`config.mk`:
```
export PLATFORM = sky130hd
export DESIGN_NAME = ths8200_config_ctrl_flat
export DESIGN_NICKNAME = d
export VERILOG_FILES = /design/src/rtl/ths8200_config_ctrl_if.sv /design/src/rtl/ths8200_config_ctrl.sv /design/src/flat_wrapper.sv
export SDC_FILE = /design/constraint.sdc
export NUM_CORES = 1
export LEC_CHECK = 0
export CAP_MARGIN = 25
export CORE_MARGIN = 1.5
export CORE_UTILIZATION = 37
export CTS_BUF_LIST = sky130_fd_sc_hd__clkbuf_16
export DETAILED_ROUTE_END_ITERATION = 10
export DONT_BUFFER_PORTS = 1
export RECOVER_POWER = 25
export REMOVE_ABC_BUFFERS = 1
export SYNTH_ARGS = -nofsm -noshare
export SYNTH_HDL_FRONTEND = slang
export SYNTH_SLANG_ARGS = --single-unit
```
`constraint.sdc`:
```
create_clock -name clk -period 2.15 [get_ports clk]
set_clock_uncertainty 0.1 [all_clocks]
set_input_delay 0.3225 -clock clk [delete_from_list [all_inputs] [get_ports clk]]
set_output_delay 0.3225 -clock clk [all_outputs]
set_load 0.05 [all_outputs]
```
`src/rtl/ths8200_config_ctrl_if.sv`:
```
// Bus bundle between the THS8200 config sequencer, its init-table ROM, the I2C write master
// and the video-path enable logic.
interface ths8200_config_ctrl_if;
   localparam int unsigned IDX_W  = 8;
   localparam int unsigned WORD_W = 16;
   localparam int unsigned BYTE_W = 8;
   localparam int unsigned DEV_W  = 7;

   logic                start;
   logic [IDX_W-1:0]    config_index;
   logic [WORD_W-1:0]   config_data;
   logic                i2c_req;
   logic [DEV_W-1:0]    i2c_dev_addr;
   logic [BYTE_W-1:0]   i2c_reg_addr;
   logic [BYTE_W-1:0]   i2c_wr_data;
   logic                i2c_done;
   logic                i2c_nack;
   logic                busy;
   logic                config_done;
   logic                config_err;
   logic [IDX_W-1:0]    err_index;

   modport master (
      input  start, config_data, i2c_done, i2c_nack,
      output config_index, i2c_req, i2c_dev_addr, i2c_reg_addr, i2c_wr_data,
             busy, config_done, config_err, err_index
   );

   modport slave (
      output start, config_data, i2c_done, i2c_nack,
      input  config_index, i2c_req, i2c_dev_addr, i2c_reg_addr, i2c_wr_data,
             busy, config_done, config_err, err_index
   );
endinterface

```
`src/rtl/ths8200_config_ctrl.sv`:
```
// THS8200 power-up sequencer: walks the init table and issues one I2C register write per entry.
// Define THS8200_CFG_RETRY_EN to retry NACKed writes up to MAX_RETRY times before aborting.
module ths8200_config_ctrl #(
   parameter int unsigned LUT_SIZE    = 126,
   parameter logic [6:0]  DEV_ADDR    = 7'h20,
   parameter logic [31:0] POWERUP_DLY = 32'd50_000_000,
   parameter int unsigned MAX_RETRY   = 3
) (
   input logic                   clk,
   input logic                   rst_n,
   ths8200_config_ctrl_if.master cfg
);

   localparam int unsigned IDX_W  = 8;
   localparam int unsigned BYTE_W = 8;
   localparam int unsigned CNT_W  = 32;
   localparam int unsigned LAT_W  = 2;
   localparam logic [IDX_W-1:0] LAST_IDX = IDX_W'(LUT_SIZE - 1);
   localparam logic [LAT_W-1:0] ROM_LAT  = LAT_W'(2);

   if (LUT_SIZE < 1 || LUT_SIZE > 256 || POWERUP_DLY == 32'd0 || MAX_RETRY > 255) begin : g_bad_param
      $error("ths8200_config_ctrl: LUT_SIZE must be 1..256, POWERUP_DLY >= 1, MAX_RETRY <= 255");
   end

   typedef enum logic [2:0] {S_PWRUP, S_FETCH, S_REQ, S_NEXT, S_DONE, S_ERROR} state_t;

   state_t              r_state, w_state;
   logic [CNT_W-1:0]    r_cnt, w_cnt;
   logic [LAT_W-1:0]    r_lat, w_lat;
   logic [IDX_W-1:0]    r_idx, w_idx;
   logic [IDX_W-1:0]    r_eidx, w_eidx;
   logic [BYTE_W-1:0]   r_reg, w_reg;
   logic [BYTE_W-1:0]   r_dat, w_dat;
   logic                r_req, w_req;
   logic                r_last, w_last;
   logic                r_busy, w_busy;
   logic                r_done, w_done;
   logic                r_err, w_err;
`ifdef THS8200_CFG_RETRY_EN
   localparam int unsigned RETRY_W = (MAX_RETRY < 1) ? 1 : $clog2(MAX_RETRY + 1);
   logic [RETRY_W-1:0]  r_retry, w_retry;
`endif

   // State and output registers
   always_ff @(posedge clk or negedge rst_n) begin
      if (!rst_n) begin
         r_state <= S_PWRUP;
         r_cnt   <= '0;
         r_lat   <= '0;
         r_idx   <= '0;
         r_eidx  <= '0;
         r_reg   <= '0;
         r_dat   <= '0;
         r_req   <= 1'b0;
         r_last  <= 1'b0;
         r_busy  <= 1'b0;
         r_done  <= 1'b0;
         r_err   <= 1'b0;
`ifdef THS8200_CFG_RETRY_EN
         r_retry <= '0;
`endif
      end else begin
         r_state <= w_state;
         r_cnt   <= w_cnt;
         r_lat   <= w_lat;
         r_idx   <= w_idx;
         r_eidx  <= w_eidx;
         r_reg   <= w_reg;
         r_dat   <= w_dat;
         r_req   <= w_req;
         r_last  <= w_last;
         r_busy  <= w_busy;
         r_done  <= w_done;
         r_err   <= w_err;
`ifdef THS8200_CFG_RETRY_EN
         r_retry <= w_retry;
`endif
      end
   end

   // Next-state logic; r_lat counts cycles since config_index last changed (ROM read latency)
   always_comb begin
      w_state = r_state;
      w_cnt   = r_cnt;
      w_lat   = r_lat;
      w_idx   = r_idx;
      w_eidx  = r_eidx;
      w_reg   = r_reg;
      w_dat   = r_dat;
      w_req   = r_req;
      w_last  = r_last;
`ifdef THS8200_CFG_RETRY_EN
      w_retry = r_retry;
`endif
      case (r_state)
         S_PWRUP: begin
            if (r_cnt == POWERUP_DLY - 32'd1) begin
               w_state = S_FETCH;
               w_idx   = '0;
               w_lat   = '0;
            end else begin
               w_cnt = r_cnt + 32'd1;
            end
         end
         S_FETCH: begin
`ifdef THS8200_CFG_RETRY_EN
            w_retry = '0;
`endif
            if (r_lat == ROM_LAT) begin
               w_reg   = cfg.config_data[15:8];
               w_dat   = cfg.config_data[7:0];
               w_req   = 1'b1;
               w_state = S_REQ;
            end else begin
               w_lat = r_lat + 1'b1;
            end
         end
         S_REQ: begin
            // Request low while in REQ means a NACKed write is being reissued
            if (!r_req) begin
               w_req = 1'b1;
            end else if (cfg.i2c_done) begin
               w_req = 1'b0;
               if (!cfg.i2c_nack) begin
                  w_state = S_NEXT;
                  w_last  = (r_idx == LAST_IDX);
                  w_lat   = '0;
                  if (r_idx != LAST_IDX) begin
                     w_idx = r_idx + 1'b1;
                  end
               end else begin
`ifdef THS8200_CFG_RETRY_EN
                  if (32'(r_retry) < MAX_RETRY) begin
                     w_retry = r_retry + 1'b1;
                  end else begin
                     w_state = S_ERROR;
                     w_eidx  = r_idx;
                  end
`else
                  w_state = S_ERROR;
                  w_eidx  = r_idx;
`endif
               end
            end
         end
         S_NEXT: begin
            w_lat   = r_lat + 1'b1;
            w_state = r_last ? S_DONE : S_FETCH;
         end
         S_DONE, S_ERROR: begin
            if (cfg.start) begin
               w_state = S_FETCH;
               w_idx   = '0;
               w_lat   = '0;
`ifdef THS8200_CFG_RETRY_EN
               w_retry = '0;
`endif
            end
         end
         default: w_state = S_PWRUP;
      endcase
      w_busy = (w_state != S_DONE) && (w_state != S_ERROR);
      w_done = (w_state == S_DONE);
      w_err  = (w_state == S_ERROR);
   end

   assign cfg.config_index = r_idx;
   assign cfg.i2c_req      = r_req;
   assign cfg.i2c_dev_addr = DEV_ADDR;
   assign cfg.i2c_reg_addr = r_reg;
   assign cfg.i2c_wr_data  = r_dat;
   assign cfg.busy         = r_busy;
   assign cfg.config_done  = r_done;
   assign cfg.config_err   = r_err;
   assign cfg.err_index    = r_eidx;

endmodule

```
`src/flat_wrapper.sv`:
```
// flat-port wrapper written by rule: the top's interface ports become plain ports
module ths8200_config_ctrl_flat 
#(
   parameter int unsigned LUT_SIZE    = 126,
   parameter logic [6:0]  DEV_ADDR    = 7'h20,
   parameter logic [31:0] POWERUP_DLY = 32'd50_000_000,
   parameter int unsigned MAX_RETRY   = 3
)
  (clk, rst_n, cfg_start, cfg_config_data, cfg_i2c_done, cfg_i2c_nack, cfg_config_index, cfg_i2c_req, cfg_i2c_dev_addr, cfg_i2c_reg_addr, cfg_i2c_wr_data, cfg_busy, cfg_config_done, cfg_config_err, cfg_err_index);
  ths8200_config_ctrl_if cfg_i ();
  input logic clk;
  input logic rst_n;
  input wire logic [$bits(cfg_i.start)-1:0] cfg_start;
  input wire logic [$bits(cfg_i.config_data)-1:0] cfg_config_data;
  input wire logic [$bits(cfg_i.i2c_done)-1:0] cfg_i2c_done;
  input wire logic [$bits(cfg_i.i2c_nack)-1:0] cfg_i2c_nack;
  output wire logic [$bits(cfg_i.config_index)-1:0] cfg_config_index;
  output wire logic [$bits(cfg_i.i2c_req)-1:0] cfg_i2c_req;
  output wire logic [$bits(cfg_i.i2c_dev_addr)-1:0] cfg_i2c_dev_addr;
  output wire logic [$bits(cfg_i.i2c_reg_addr)-1:0] cfg_i2c_reg_addr;
  output wire logic [$bits(cfg_i.i2c_wr_data)-1:0] cfg_i2c_wr_data;
  output wire logic [$bits(cfg_i.busy)-1:0] cfg_busy;
  output wire logic [$bits(cfg_i.config_done)-1:0] cfg_config_done;
  output wire logic [$bits(cfg_i.config_err)-1:0] cfg_config_err;
  output wire logic [$bits(cfg_i.err_index)-1:0] cfg_err_index;
  assign cfg_i.start = cfg_start;
  assign cfg_i.config_data = cfg_config_data;
  assign cfg_i.i2c_done = cfg_i2c_done;
  assign cfg_i.i2c_nack = cfg_i2c_nack;
  assign cfg_config_index = cfg_i.config_index;
  assign cfg_i2c_req = cfg_i.i2c_req;
  assign cfg_i2c_dev_addr = cfg_i.i2c_dev_addr;
  assign cfg_i2c_reg_addr = cfg_i.i2c_reg_addr;
  assign cfg_i2c_wr_data = cfg_i.i2c_wr_data;
  assign cfg_busy = cfg_i.busy;
  assign cfg_config_done = cfg_i.config_done;
  assign cfg_config_err = cfg_i.config_err;
  assign cfg_err_index = cfg_i.err_index;
  ths8200_config_ctrl #(.LUT_SIZE(LUT_SIZE), .DEV_ADDR(DEV_ADDR), .POWERUP_DLY(POWERUP_DLY), .MAX_RETRY(MAX_RETRY)) u_core (.clk(clk), .rst_n(rst_n), .cfg(cfg_i));
endmodule
```
# Word level (Yosys, flattened, before mapping)
# Cells that the tools add are included.
word_totals:
  out_inout_bits: 43
  word_cells: 77
  regBits: 74
  input_bits: 21
classes:
  add_sub_neg: 3
  reduce_logical: 13
  mux: 26
  n_eq_ne: 21
  n_bitwise: 2
op_table:
  columns: ["operator", "n"]
  rows:
  - ["8-bit two-way mux", 6]
  - ["32-bit by 1-bit adder with 32-bit output (second input constant)", 1]
  - ["32-bit by 26-bit equality test with 1-bit output (second input constant)", 1]
  - ["8-bit case mux with 3 select lines", 1]
  - ["3-bit two-way mux", 7]
  - ["3-bit case mux with 5 select lines", 1]
  - ["7-bit AND reduction", 2]
  - ["3-bit equality test (second input constant)", 4]
  - ["2-bit two-way mux", 6]
  - ["2-bit case mux with 5 select lines", 1]
  - ["8-bit by 1-bit adder with 8-bit output (second input constant)", 1]
  - ["8-bit by 7-bit equality test with 1-bit output (second input constant)", 1]
  - ["2-bit by 1-bit != test with 1-bit output (second input constant)", 4]
  - ["2-bit != test (second input constant)", 4]
  - ["8-bit by 7-bit != test with 1-bit output (second input constant)", 1]
  - ["4-bit AND reduction", 2]
  - ["3-bit by 2-bit equality test with 1-bit output (second input constant)", 2]
  - ["3-bit != test (second input constant)", 2]
  - ["2-bit AND reduction", 3]
  - ["5-bit nonzero test", 1]
  - ["3-bit by 1-bit equality test with 1-bit output (second input constant)", 1]
  - ["3-bit logical NOT", 1]
  - ["1-bit two-way mux", 3]
  - ["3-bit nonzero test", 1]
  - ["other kinds (7)", 8]

# Depth between registers and ports, before layout
depth:
  depth_word: 6
  ltp_mapped: 8
  depth_no_buf: 7

# Least setup slack after synthesis
# Ideal clock, no wire load.
synth_path:
  path_type: "reg2reg"
  from: "register u_core.r_cnt[0]"
  to: "register u_core.r_idx[5], in the netlist u_core.cfg.config_index[5]"
  t_arrival_ps: 1850
  stages_incl_launch_ff: 8
  required_ps: 1894
  n_path_buf: 1
  setup_time_ps: 156
  setup_slack_ps: 44
  synth_period_minus_slack_ps: 2106
  cell_sequence: "dfrtp_1 > ha_1 > nand3_1 > or2_1 > or4_4 > buf_6 > a21boi_4 > a31oi_1"
synth_via:
  elab_chain_len: 3
synth_rtl:
  columns: ["item", "line", "rtl"]
  rows:
  - ["start: declaration", "ths8200_config_ctrl.sv:28", "logic [CNT_W-1:0] r_cnt, w_cnt;"]
  - ["start signal: assignment", "ths8200_config_ctrl.sv:64", "r_cnt <= w_cnt;"]
  - ["32-bit by 26-bit equality test with 1-bit output", "ths8200_config_ctrl.sv:97", "if (r_cnt == POWERUP_DLY - 32'd1) begin"]
  - ["2-bit by 1-bit != test with 1-bit output (no line)", null, null]
  - ["7-bit AND reduction (no line)", null, null]
  - ["end signal: assignment", "ths8200_config_ctrl.sv:66", "r_idx <= w_idx;"]
  - ["end: declaration", "ths8200_config_ctrl.sv:30", "logic [IDX_W-1:0] r_idx, w_idx;"]
# Every way passes these cells.
# A chain may end at the register's enable or synchronous reset.

# Worst setup path after layout
layout_path:
  from: "register u_core.r_cnt[18]"
  to: "register u_core.r_cnt[1]"
layout_via:
  elab_chain_len: 3
layout_rtl:
  columns: ["item", "line"]
  rows:
  - ["32-bit by 26-bit equality test with 1-bit output", "ths8200_config_ctrl.sv:97"]
  - ["1-bit NOT (no line)", null]
  - ["2-bit AND reduction (no line)", null]
# Every way passes these cells.

==> flow_metrics.tcl <==
set metrics [dict create \
    clockBufferDepth 2 \
    core_area_um2 9200 \
    yosysTopAreaCell "dfrtp_1" \
    ys_seq_area_frac 0.530 \
    cts_tree "yes" \
    fmaxAchievable_ghz 0.469 \
    numCtsBuffers 9 \
    syn_area_per_cell_um2 11.6 \
    root_buffer "clkbuf_16" \
    switching_power_mw 2.09 \
    outcome "finished with violations" \
    drt_iter0_drc 71 \
    wirelength_um 6740 \
    synth.most_common_cell "dfrtp_1" \
    endpoint_kind "flip-flop" \
    p_per_area_nw_per_um2 1270 \
    p_int_mw 3.22 \
    grt_pass1_wl_um 11300 \
    num_vias 2354 \
    final_area_um2 4190 \
    grt_pass1_vias 2341 \
    overflow 0 \
    syn_area_um2 3490 \
    setup_viol 0 \
    drive_above_1_share 0.283 \
    critPathLaunchType "flip-flop" \
    syn_to_final_growth_pct 19.8 \
    fin_nets 366 \
    drt_pass1_iterations 4 \
    ys_async_sr_fraction 1.00 \
    synth_edf_count 0 \
    post_drt_wl_per_cell_um 14.7 \
    hpwl_um 4680 \
    whs_ps -423 \
    grt_max_degree 75 \
    hold_violations 74 \
    clk_pin_slew_ps 70 \
    synth_cell_types 52 \
    leakage_nw 1.89 \
    row_count 35 \
    criticalPathCategory "flip-flop to flip-flop" \
    start_util 0.380 \
    grt_use_total 0.144 \
    finalWeightedCongestion 0.796 \
    yosysTopAreaCellShare 0.530 \
    viasPerCell 5.15 \
    yosysWarnings 0 \
    post-route-drc-count 0 \
    synth.ff_latch_count 74 \
    grt_antenna_before_repair 0 \
    die_h_um 100 \
    fin_crit_sh 0.993 \
    postSynthCellCount 301 \
    pwr-share-clk 0.289 \
    die_w_um 100 \
    numPortBuffers 0 \
    violations "negative hold slack" \
    critPathArrivalTime_ps 2260 \
    dieArea_um2 10000 \
    slew_violations 0 \
    clkSinkCount 74 \
    ant_nets 0 \
    path_max_fanout 5 \
    synth_area_leaders "dfrtp_1 53%, mux2_2 7.7%, xnor2_1 5.8%" \
    seq_area_um2 1850 \
    setup_ws_ps 16.1 \
    fill_cells 863 \
    antennaDiodeCount 0 \
    postSynth.topFlopCell "dfrtp_1" \
    multiInputGateArea_um2 1570 \
    required_ps 2280 \
    place_ws_ps 32.0 \
    clkLatencyLatePin_ps 340 \
    worstHoldPathType "primary input to asynchronous set/reset pin" \
    drv_cap 0 \
    ys_top_cells_by_count "74 x dfrtp_1, 25 x nand2_1, 24 x mux2_2" \
    fin_crit_ps 2130 \
    pwr-share-seq 0.481 \
    p_total_mw 5.31 \
    place_area_um2 3830 \
    swShare 0.393 \
    io_pins 64 \
    vdd_drop_max_v 0.000934 \
    cts_hold_buf 1 \
    htreeDepth 3 \
    p_comb_frac 0.230 \
]
[final timing paths]
check                                         from                         end  slack [ps]  depth (start not counted)
worst max register to register    u_core.r_cnt[18]             u_core.r_cnt[1]          20                          5
worst min register to register    u_core.r_cnt[15]            u_core.r_cnt[15]         370                          1
min in group clk                cfg_config_data[8]  u_core.cfg.i2c_reg_addr[0]          30                          1
max in group asynchronous                    rst_n             u_core.r_cnt[5]        2240                          0
worst min-delay path                         rst_n     u_core.cfg.err_index[5]        -420                          0
worst max-delay path              u_core.r_cnt[18]             u_core.r_cnt[1]          20                          5
[through the flow]
step                instances   util  TNS [ps]
CTS                       455  0.451         0
finish                    457  0.455         0
floorplan                 291      -    -18080
global route              457  0.455      -361
detailed placement        438  0.417         0
global placement          438  0.417         0
[logic make-up after synthesis]
kind of cell,Yosys count,share of synthesized area
buffers and inverters,21,0.0362
DFF,74,0.530
other,2,0.00215
AOI/OAI and AO/OA,32,0.0616
muxes,28,0.0902
and+or+nand+nor,109,0.188
adders and majority gates,4,0.0143
xor gates and xnor gates,31,0.0777
[registers in the layout (all words and copies together) (netlist names)]
register,count
u_core.cfg.i2c_req,1
u_core.r_last,1
u_core.cfg.busy,1
u_core.cfg.config_done,1
u_core.r_cnt,32
u_core.cfg.err_index,8
u_core.cfg.config_index,8
u_core.cfg.i2c_wr_data,8
u_core.cfg.config_err,1
u_core.r_lat,2
u_core.r_state,3
u_core.cfg.i2c_reg_addr,8
[power by group through the flow]
stage | logic [mW] | registers [mW] | clock network [mW]
final | 1.22 | 2.56 | 1.53
after floorplan | 0.773 | 2.61 | 0
after global placement | 1.18 | 2.58 | 0
after global routing | 1.33 | 2.61 | 1.63
after CTS | 1.22 | 2.56 | 1.58
after detailed placement | 1.21 | 2.58 | 0
[worst max-delay path: stages (launching register included)]
cell	delay, ps
dfrtp_1	410
nor4_2	300
nand3_1	130
or4_4	600
and2_4	200
mux2_4	290
[what timing repair did]
item,CTS,global route
gates resized for setup,0,6
setup buffers,0,2
endpoints found under the setup margin,0,7
endpoints found under the hold margin,75,74
[cells in the final DEF (no fill, tap or decap), types with 2 or more instances in the layout]
cell type,count
xnor2_1,23
nor4_1,2
o21ai_0,3
nor3_1,4
nand2b_1,3
inv_6,3
or3_1,2
nor4_2,3
clkbuf_16,9
buf_4,37
mux2_2,24
clkinvlp_4,2
nand2_1,25
and4_1,3
o21ba_2,2
dfrtp_1,74
nand4_1,11
conb_1,7
nand3b_1,3
a31oi_1,5
nand3_1,16
ha_1,4
mux2i_1,3
nor3b_1,3
nor2_1,11
nor3_4,2
xor2_1,8
nor2b_1,2
o21a_1,3
inv_1,6
a21oi_1,12
and4_4,2
and3_1,4
or4_4,2
[layer usage]
layer | part of all wire | GRT usage
met5 | 0 | 0
met4 | 0.013 | 0.0498
met3 | 0.062 | 0.0481
met2 | 0.45 | 0.212
met1 | 0.47 | 0.199
[final cells by class]
| type | instances | share of cell area |
|---|---|---|
| Inverter | 6 | 0.00538 |
| Multi-Input combinational cell | 211 | 0.374 |
| Timing Repair Buffer | 39 | 0.0714 |
| Clock inverter | 7 | 0.0197 |
| Sequential cell | 74 | 0.442 |
| Clock buffer | 9 | 0.0538 |
| Tap cell | 111 | 0.0332 |
Power figures use the tool's default switching activity.
